$ cat config.mk
export PLATFORM = sky130hd
export DESIGN_NAME = halut_decoder_sequencer
export DESIGN_NICKNAME = d
export VERILOG_FILES = /design/src/rtl/halut_decoder_sequencer.sv
export SDC_FILE = /design/constraint.sdc
export NUM_CORES = 1
export LEC_CHECK = 0
export CORE_ASPECT_RATIO = 1.5
export CORE_UTILIZATION = 66
export CTS_BUF_LIST = sky130_fd_sc_hd__clkbuf_8 sky130_fd_sc_hd__clkbuf_16
export DETAILED_ROUTE_END_ITERATION = 10
export PLACE_DENSITY = 0.92
export SLEW_MARGIN = 20
export SYNTH_ARGS = -nofsm -noshare
export SYNTH_HDL_FRONTEND = slang
export SYNTH_SLANG_ARGS = --single-unit
$ cat constraint.sdc
create_clock -name clk_i -period 4.4 [get_ports clk_i]
set_input_delay 1.1 -clock clk_i [delete_from_list [all_inputs] [get_ports clk_i]]
set_output_delay 1.1 -clock clk_i [all_outputs]
set_load 0.02 [all_outputs]
$ cat src/rtl/halut_decoder_sequencer.sv
// halut_decoder_sequencer: ping-pong buffers encoded indices per row and replays each row
// to a halut_decoder as a contiguous C-cycle sweep, counting result strobes to completion.
`default_nettype none

module halut_decoder_sequencer #(
  parameter int unsigned K           = 16,
  parameter int unsigned C           = 32,
  parameter int unsigned RowCntWidth = 16,
  parameter int unsigned CAddrWidth  = $clog2(C),
  parameter int unsigned TreeDepth   = $clog2(K)
) (
  input  logic                   clk_i,
  input  logic                   rst_ni,
  input  logic                   start_i,
  input  logic [RowCntWidth-1:0] rows_i,
  output logic                   busy_o,
  output logic                   done_o,
  input  logic [TreeDepth-1:0]   enc_k_i,
  input  logic                   enc_valid_i,
  output logic                   enc_ready_o,
  output logic [CAddrWidth-1:0]  c_addr_o,
  output logic [TreeDepth-1:0]   k_addr_o,
  output logic                   decoder_o,
  input  logic                   dec_valid_i
);

  typedef enum logic [1:0] {
    IDLE  = 2'd0,
    RUN   = 2'd1,
    DRAIN = 2'd2
  } state_t;

  localparam logic [CAddrWidth-1:0] LAST_C = CAddrWidth'(C - 1);

  state_t                 state, state_next;
  logic [RowCntWidth-1:0] target, rows_written, rows_issued, rows_done;
  logic [1:0]             full;
  logic                   wr_bank, rd_bank;
  logic [CAddrWidth-1:0]  wr_c, rd_c;
  logic [TreeDepth-1:0]   mem [2][C];
  logic                   zero_done;
  logic                   dec_valid_prev;

  logic start_acc;
  logic wr_fire, wr_last;
  logic rd_last;
  logic dec_rise;

  always_comb begin
    state_next  = state;
    start_acc   = 1'b0;
    enc_ready_o = 1'b0;
    decoder_o   = 1'b0;
    done_o      = zero_done;
    case (state)
      IDLE: begin
        if (start_i) begin
          start_acc = 1'b1;
          if (rows_i != '0) state_next = RUN;
        end
      end
      RUN: begin
        enc_ready_o = !full[wr_bank] && (rows_written != target);
        // A sweep, once started, runs to C-1 unconditionally since its bank stays full.
        decoder_o   = full[rd_bank];
        if (rows_issued == target) state_next = DRAIN;
      end
      DRAIN: begin
        if (rows_done == target) begin
          done_o     = 1'b1;
          state_next = IDLE;
        end
      end
      default: state_next = IDLE;
    endcase
  end

  assign wr_fire  = enc_valid_i && enc_ready_o;
  assign wr_last  = (wr_c == LAST_C);
  assign rd_last  = decoder_o && (rd_c == LAST_C);
  assign dec_rise = dec_valid_i && !dec_valid_prev && ((state == RUN) || (state == DRAIN));

  assign busy_o   = (state != IDLE) || zero_done;
  assign c_addr_o = rd_c;
  assign k_addr_o = decoder_o ? mem[rd_bank][rd_c] : '0;

  always_ff @(posedge clk_i or negedge rst_ni) begin
    if (!rst_ni) begin
      state          <= IDLE;
      target         <= '0;
      rows_written   <= '0;
      rows_issued    <= '0;
      rows_done      <= '0;
      full           <= '0;
      wr_bank        <= 1'b0;
      rd_bank        <= 1'b0;
      wr_c           <= '0;
      rd_c           <= '0;
      zero_done      <= 1'b0;
      dec_valid_prev <= 1'b0;
    end else begin
      state          <= state_next;
      dec_valid_prev <= dec_valid_i;
      zero_done      <= start_acc && (rows_i == '0);
      if (start_acc) begin
        target       <= rows_i;
        rows_written <= '0;
        rows_issued  <= '0;
        rows_done    <= '0;
        full         <= '0;
        wr_bank      <= 1'b0;
        rd_bank      <= 1'b0;
        wr_c         <= '0;
        rd_c         <= '0;
      end else begin
        if (wr_fire) begin
          wr_c <= wr_last ? '0 : wr_c + 1'b1;
          if (wr_last) begin
            full[wr_bank] <= 1'b1;
            wr_bank       <= ~wr_bank;
            rows_written  <= rows_written + 1'b1;
          end
        end
        // Read and write banks always differ, so these two flag updates never collide.
        if (decoder_o) begin
          rd_c <= rd_last ? '0 : rd_c + 1'b1;
          if (rd_last) begin
            full[rd_bank] <= 1'b0;
            rd_bank       <= ~rd_bank;
            rows_issued   <= rows_issued + 1'b1;
          end
        end
        if (dec_rise) rows_done <= rows_done + 1'b1;
      end
    end
  end

  always_ff @(posedge clk_i) begin
    if (wr_fire) mem[wr_bank][wr_c] <= enc_k_i;
  end

endmodule

`default_nettype wire

==> flow_metrics.env, run 1 <==
export IMPL_antenna_found_initial=0
export IMPL_grt_pass1_vias=9096
export IMPL_ys_seq_area_share_pct=65.55
export IMPL_status="completed"
export IMPL_vias=9081
export IMPL_grt_ovfl_total=0
export IMPL_period_share_pct=98.62
export IMPL_grtUsageMet1_pct=36.43
export IMPL_r2r_slack_ns=1.63
export IMPL_vdd_drop_max_mv=0.3439
export IMPL_ys_warn_count=0
export IMPL_yosysTopAreaCell="edfxtp_1"
export IMPL_grtUsageTotal_pct=30.45
export IMPL_wl_mm=34.24
export IMPL_use_met2_pct=56.00
export IMPL_fin_skew_ns=0.02050
export IMPL_syn_to_final_growth_pct=12.29
export IMPL_synth_flop_cell="edfxtp_1"
export IMPL_cp_end_kind="primary output"
export IMPL_required_ns=3.30
export IMPL_synth_edf_count=256
export IMPL_slew_headroom_pct=43.76
export IMPL_rsz0062_at_grt="no"
export IMPL_dp_cells=1300
export IMPL_min_period_ns=4.339
export IMPL_die_area_um2=23130
export IMPL_chipWidth_um=124.5
export IMPL_critPathKind="reg2out"
export IMPL_hpwl_mm=21.51
export IMPL_die_h_um=185.8
export IMPL_grt_max_degree=65
export IMPL_top_usage_layer="met2"
export IMPL_layout_drive_gt1_share_pct=15.16
export IMPL_io_buffers=37
export IMPL_cts_sinks=338
export IMPL_antennaDiodeCount=0
export IMPL_tns_ns=0
export IMPL_syn_nets=1062
export IMPL_globalplace_congestion=0.8822
export IMPL_maxCapViolations=0
export IMPL_cts_buffer_depth=3
export IMPL_netlist_instances=1024
export IMPL_finalSetupViolCount=0
export IMPL_async_flop_share_pct=24.26
export IMPL_critical_path_startpoint_type="register"
export IMPL_clk_latency_ns=0.56
export IMPL_core_um2=21880
export IMPL_initialDrtViolationCount=1044
export IMPL_tightest_slew_ns=0.8415
export IMPL_fin_nets=1109
export IMPL_hp_class="reg2reg"
export IMPL_wl_per_cell_um=25.05
export IMPL_initial_core_util_pct=67.89
export IMPL_leakagePower_nw=6.328
export IMPL_synth_cell_area_um2=14860
export IMPL_dr_pass1_iters=6
export IMPL_cts_clk_slew_worst_paths_ns=0.07
export IMPL_drc=0
export IMPL_final_cells=1367
export IMPL_path_max_fanout=5
export IMPL_synth_top_area_share_pct=51.74
export IMPL_grt_pass1_wl_mm=52.90
export IMPL_ys_types=65
export IMPL_cts_tree="done"
export IMPL_p_per_area_nw_per_um2=455.8
export IMPL_cts_inserted_buffers=30
export IMPL_hold_viol_final=0
export IMPL_cts_root_buf="clkbuf_16"
export IMPL_use_met3_pct=3.823
export IMPL_fmax_mhz=230.4
export IMPL_vias_per_cell=6.643
export IMPL_antenna_left=0
export IMPL_yosys_top_cells_area="edfxtp_1 52%, dfrtp_1 14%, mux4_2 7.0%"
export IMPL_row_count=66
export IMPL_ys_seq_elements=338
export IMPL_h_tree_depth=1
export IMPL_syn_area_per_cell_um2=14.51
export IMPL_arrival_ns=3.24
export IMPL_drv_slew=0
export IMPL_pin_count=38
==> sequential cells by signal (all words and copies together), names as in the netlist <==
register / count
target: 16
rows_done: 16
wr_bank: 1
rows_issued: 16
mem: 256
dec_valid_prev: 1
zero_done: 1
wr_c: 5
rows_written: 16
full: 2
rd_bank: 1
state: 2
c_addr_o: 5
==> report_power, final <==
group | switching [mW] | internal (mW) | total (mW)
combinational | 0.654 | 0.440 | 1.09
clock | 1.18 | 1.58 | 2.76
sequential | 0.168 | 3.58 | 3.75
total | 2.00 | 5.60 | 7.60
==> worst paths after layout <==
check                      depth (start not counted)                to            start
min                                                2   rows_issued[15]  rows_issued[15]
min in group asynchronous                          1      rows_done[1]           rst_ni
max reg2reg                                        8    rows_issued[8]      c_addr_o[3]
max                                                8       k_addr_o[1]          rd_bank
max in group asynchronous                          2  rows_written[12]           rst_ni
min reg2reg                                        2   rows_issued[15]  rows_issued[15]
==> repair_timing <==
| item | in CTS | in global routing |
|---|---|---|
| resized for setup | 3 | 7 |
| gates cloned | 1 | 0 |
| setup endpoints to repair | 3 | 4 |
| hold buffers | 0 | 0 |
| setup buffers | 3 | 7 |
==> placed cells by master (no fill, tap or decap), types with 7 or more instances in the layout <==
cell type / Yosys / final
a211oi_1: 7 / 7
a21oi_1: 36 / 36
mux4_2: 46 / 46
nor2_1: 131 / 131
nor4_1: 14 / 14
clkbuf_16: 0 / 30
nand3_2: 9 / 9
nand3_1: 16 / 16
mux2i_1: 49 / 49
xnor2_1: 37 / 37
o22ai_1: 7 / 7
inv_1: 15 / 18
buf_4: 5 / 26
or3_1: 7 / 7
dfrtp_1: 82 / 79
ha_1: 13 / 13
clkdlybuf4s50_1: 0 / 30
nand4_1: 16 / 16
nand2_1: 75 / 74
edfxtp_1: 256 / 256
o21ai_0: 15 / 14
nor3_1: 10 / 10
and3_1: 14 / 14
o221ai_1: 8 / 8
xor2_1: 45 / 45
==> cell families after synthesis <==
family,count (synthesis),synth area share (%)
simple gates,328,10.88
buf+inv,65,2.316
compound gates,99,4.438
mux,99,10.88
flops,338,65.55
fa+ha+maj,13,1.095
xor+xnor,82,4.834
==> synth_stat cells (all sizes together), types with 16 or more instances <==
master and count:
a21oi 36, buf 32, clkbuf 18, dfrtp 82
edfxtp 256, mux2i 49, mux4 49, nand2 76
nand3 25, nand4 17, nor2 132, o21ai 16
xnor2 37, xor2 45
==> worst max-delay path, stage by stage (launching register included) <==
cell and delay (ns):
dfrtp_4 0.53, buf_12 0.15, mux4_2 0.42, mux2i_1 0.21, nor2_1 0.08, a2111oi_2 0.40, nor2_1 0.10, a32o_1 0.24
clkdlybuf4s50_1 0.54
==> metrics by stage <==
step	total power, mW	hold WS (ns)	instance area (um^2)	utilization, %	setup slack [ns]
2_1_floorplan	4.478	0.5162	14860	-	1.227
4_1_cts	7.571	0.5847	16580	75.79	0.004276
5_1_grt	7.815	0.6032	16680	76.23	0.01366
3_3_place_gp	4.753	0.5543	15430	70.50	0.6387
3_5_place_dp	4.818	0.5638	15430	70.50	0.4841
6_report	7.604	0.5832	16680	76.23	0.06057
==> routing by layer <==
layer / wire [um] / vias to the layer above / part of all wire (%)
met5: 0 / - / 0
met2: 18470 / 508 / 54
met3: 2376 / 115 / 6.9
li1: - / 3936 / -
met1: 11950 / 4522 / 35
met4: 1442 / 0 / 4.2
==> layout make-up <==
cell class	count	area [um^2]
Inverter	15	56.30
Multi-Input combinational cell	621	4802
Fill cell	1234	5201
Timing Repair Buffer	65	675.6
Tap cell	272	340.3
Sequential cell	338	9746
Clock buffer	35	819.5
Clock inverter	21	242.7
(Power assumes the default switching activity.)
==> run 2: changes to the inputs <==
CORE_UTILIZATION = 65   (was 66)
PLACE_DENSITY = 0.91   (was 0.92)
==> run 2 against run 1 <==
  * The run now ends with DRC left
  * Sequential cell count stayed put
  * Sequential power hardly changed
  * Largest power group unchanged
  * Count of clock-buffer cells in the layout is 1 higher
  * Critical path type unchanged
==> flow_metrics.env, run 2 (same netlist as run 1, synthesis figures left out) <==
export IMPL_status="finished with violations"
export IMPL_violations="DRC"
export IMPL_cts_inserted_buffers=30
export IMPL_largest_register_ffs=256
export IMPL_seq_area_um2=9748
export IMPL_cts_root_buf="clkbuf_16"
export IMPL_wl_mm=33.70
export IMPL_antenna_left=0
export IMPL_rsz0062_at_grt="no"
export IMPL_place_area_um2=15400
export IMPL_chipWidth_um=125.4
export IMPL_dp_cells=1303
export IMPL_syn_to_final_growth_pct=11.55
export IMPL_arrival_ns=3.22
export IMPL_io_buffers=37
export IMPL_pin_count=38
export IMPL_drc=2
export IMPL_required_ns=3.30
export IMPL_vdd_drop_max_mv=0.3845
export IMPL_finalSetupViolCount=0
export IMPL_h_tree_depth=1
export IMPL_hp_class="reg2reg"
export IMPL_critical_path_startpoint_type="register"
export IMPL_maxCapViolations=0
export IMPL_clk_latency_ns=0.56
export IMPL_grt_ovfl_total=0
export IMPL_row_count=67
export IMPL_layout_drive_gt1_share_pct=14.34
export IMPL_fin_nets=1102
export IMPL_period_share_pct=98.26
export IMPL_fin_skew_ns=0.01540
export IMPL_path_max_fanout=23
export IMPL_tightest_slew_ns=0.8188
export IMPL_cts_sinks=338
export IMPL_fmax_mhz=231.3
export IMPL_grt_max_degree=83
export IMPL_final_util_pct=74.05
export IMPL_min_period_ns=4.323
export IMPL_drv_slew=0
export IMPL_mostFrequentLayoutCells="256 x edfxtp_1, 131 x nor2_1, 79 x dfrtp_1, 75 x nand2_1, 49 x mux2i_1"
export IMPL_slew_headroom_pct=45.28
export IMPL_cts_clk_slew_worst_paths_ns=0.07
export IMPL_hpwl_mm=20.72
export IMPL_final_cells=1364
export IMPL_p_per_area_nw_per_um2=457.9
export IMPL_multi_input_area_um2=4775
export IMPL_grtUsageTotal_pct=29.58
export IMPL_antennaDiodeCount=0
export IMPL_initialDrtViolationCount=902
export IMPL_final_cell_area_um2=16570
export IMPL_die_area_um2=23480
export IMPL_globalplace_congestion=0.8397
export IMPL_n_fill_cell=1277
export IMPL_wl_per_cell_um=24.71
export IMPL_cts_tree="done"
export IMPL_max_flop_register="mem"
export IMPL_critPathKind="reg2out"
export IMPL_antenna_found_initial=0
export IMPL_final_common_cell="edfxtp_1"
export IMPL_initial_core_util_pct=66.38
export IMPL_tns_ns=0
export IMPL_cts_buffer_depth=3
export IMPL_grt_pass1_vias=9366
export IMPL_vias_per_cell=6.681
export IMPL_dr_pass1_iters=10
export IMPL_leakagePower_nw=6.292
export IMPL_cp_end_kind="primary output"
export IMPL_vias=9113
export IMPL_core_um2=22380
export IMPL_die_h_um=187.2
export IMPL_hold_viol_final=0
export IMPL_grt_pass1_wl_mm=52.22
## run 2: power by group
group | total [mW] | switching [mW] | internal, mW
registers | 3.75 | 0.164 | 3.59
logic | 1.06 | 0.642 | 0.421
clock network | 2.78 | 1.15 | 1.62
total | 7.59 | 1.96 | 5.63
## run 2: worst paths after layout
path / end / slack [ns] / cells past startpoint / start
setup / recovery: k_addr_o[2] / 0.08 / 8 / rd_bank
hold / removal: state[1] / 0.57 / 2 / state[1]
setup reg to reg: rows_issued[12] / 1.49 / 9 / c_addr_o[2]
hold reg to reg: state[1] / 0.57 / 2 / state[1]
max in group asynchronous: c_addr_o[0] / 3.25 / 1 / rst_ni
min in group asynchronous: rows_done[2] / 0.58 / 1 / rst_ni
## run 2: metal layers
metal	wire length [um]	up-vias	track usage [%]
met1	11340	4517	34.71
met3	2565	119	4.262
li1	-	3908	-
met2	18190	569	53.29
met4	1599	0	14.07
met5	0	-	0
## run 2: final cells by class
cell class / instances / area share (%)
clock buffers: 36 / 5.164
clock inverters: 20 / 1.276
well taps: 276 / 2.084
inverters: 15 / 0.3397
multi-input cells: 621 / 28.81
flip-flops and latches: 338 / 58.82
repair buffers: 58 / 3.510
## run 2: metrics by stage
stage,setup WS [ns],hold WS (ns),total power [mW]
5_1_grt,0.01922,0.6091,7.816
4_1_cts,0.01240,0.5690,7.590
3_3_place_gp,0.5616,0.5485,4.755
6_report,0.07653,0.5718,7.589
3_5_place_dp,0.5092,0.5592,4.812
2_1_floorplan,1.227,0.5162,4.478
## run 2: worst max-delay path: stages (launching register included)
cell             delay [ns]
dfrtp_4                0.52
buf_4                  0.20
bufbuf_16              0.35
mux4_2                 0.55
nand2_1                0.12
o211ai_1               0.13
nand3_1                0.12
o31ai_1                0.08
clkdlybuf4s50_1        0.57
## run 2: what timing repair did
| item | CTS | global route |
|---|---|---|
| setup endpoints to repair | 3 | 3 |
| buffers inserted | 4 | 0 |
| hold endpoints to repair | 0 | 0 |
| cloned | 1 | 0 |
| hold buffers | 0 | 0 |
| gates resized for setup | 1 | 4 |
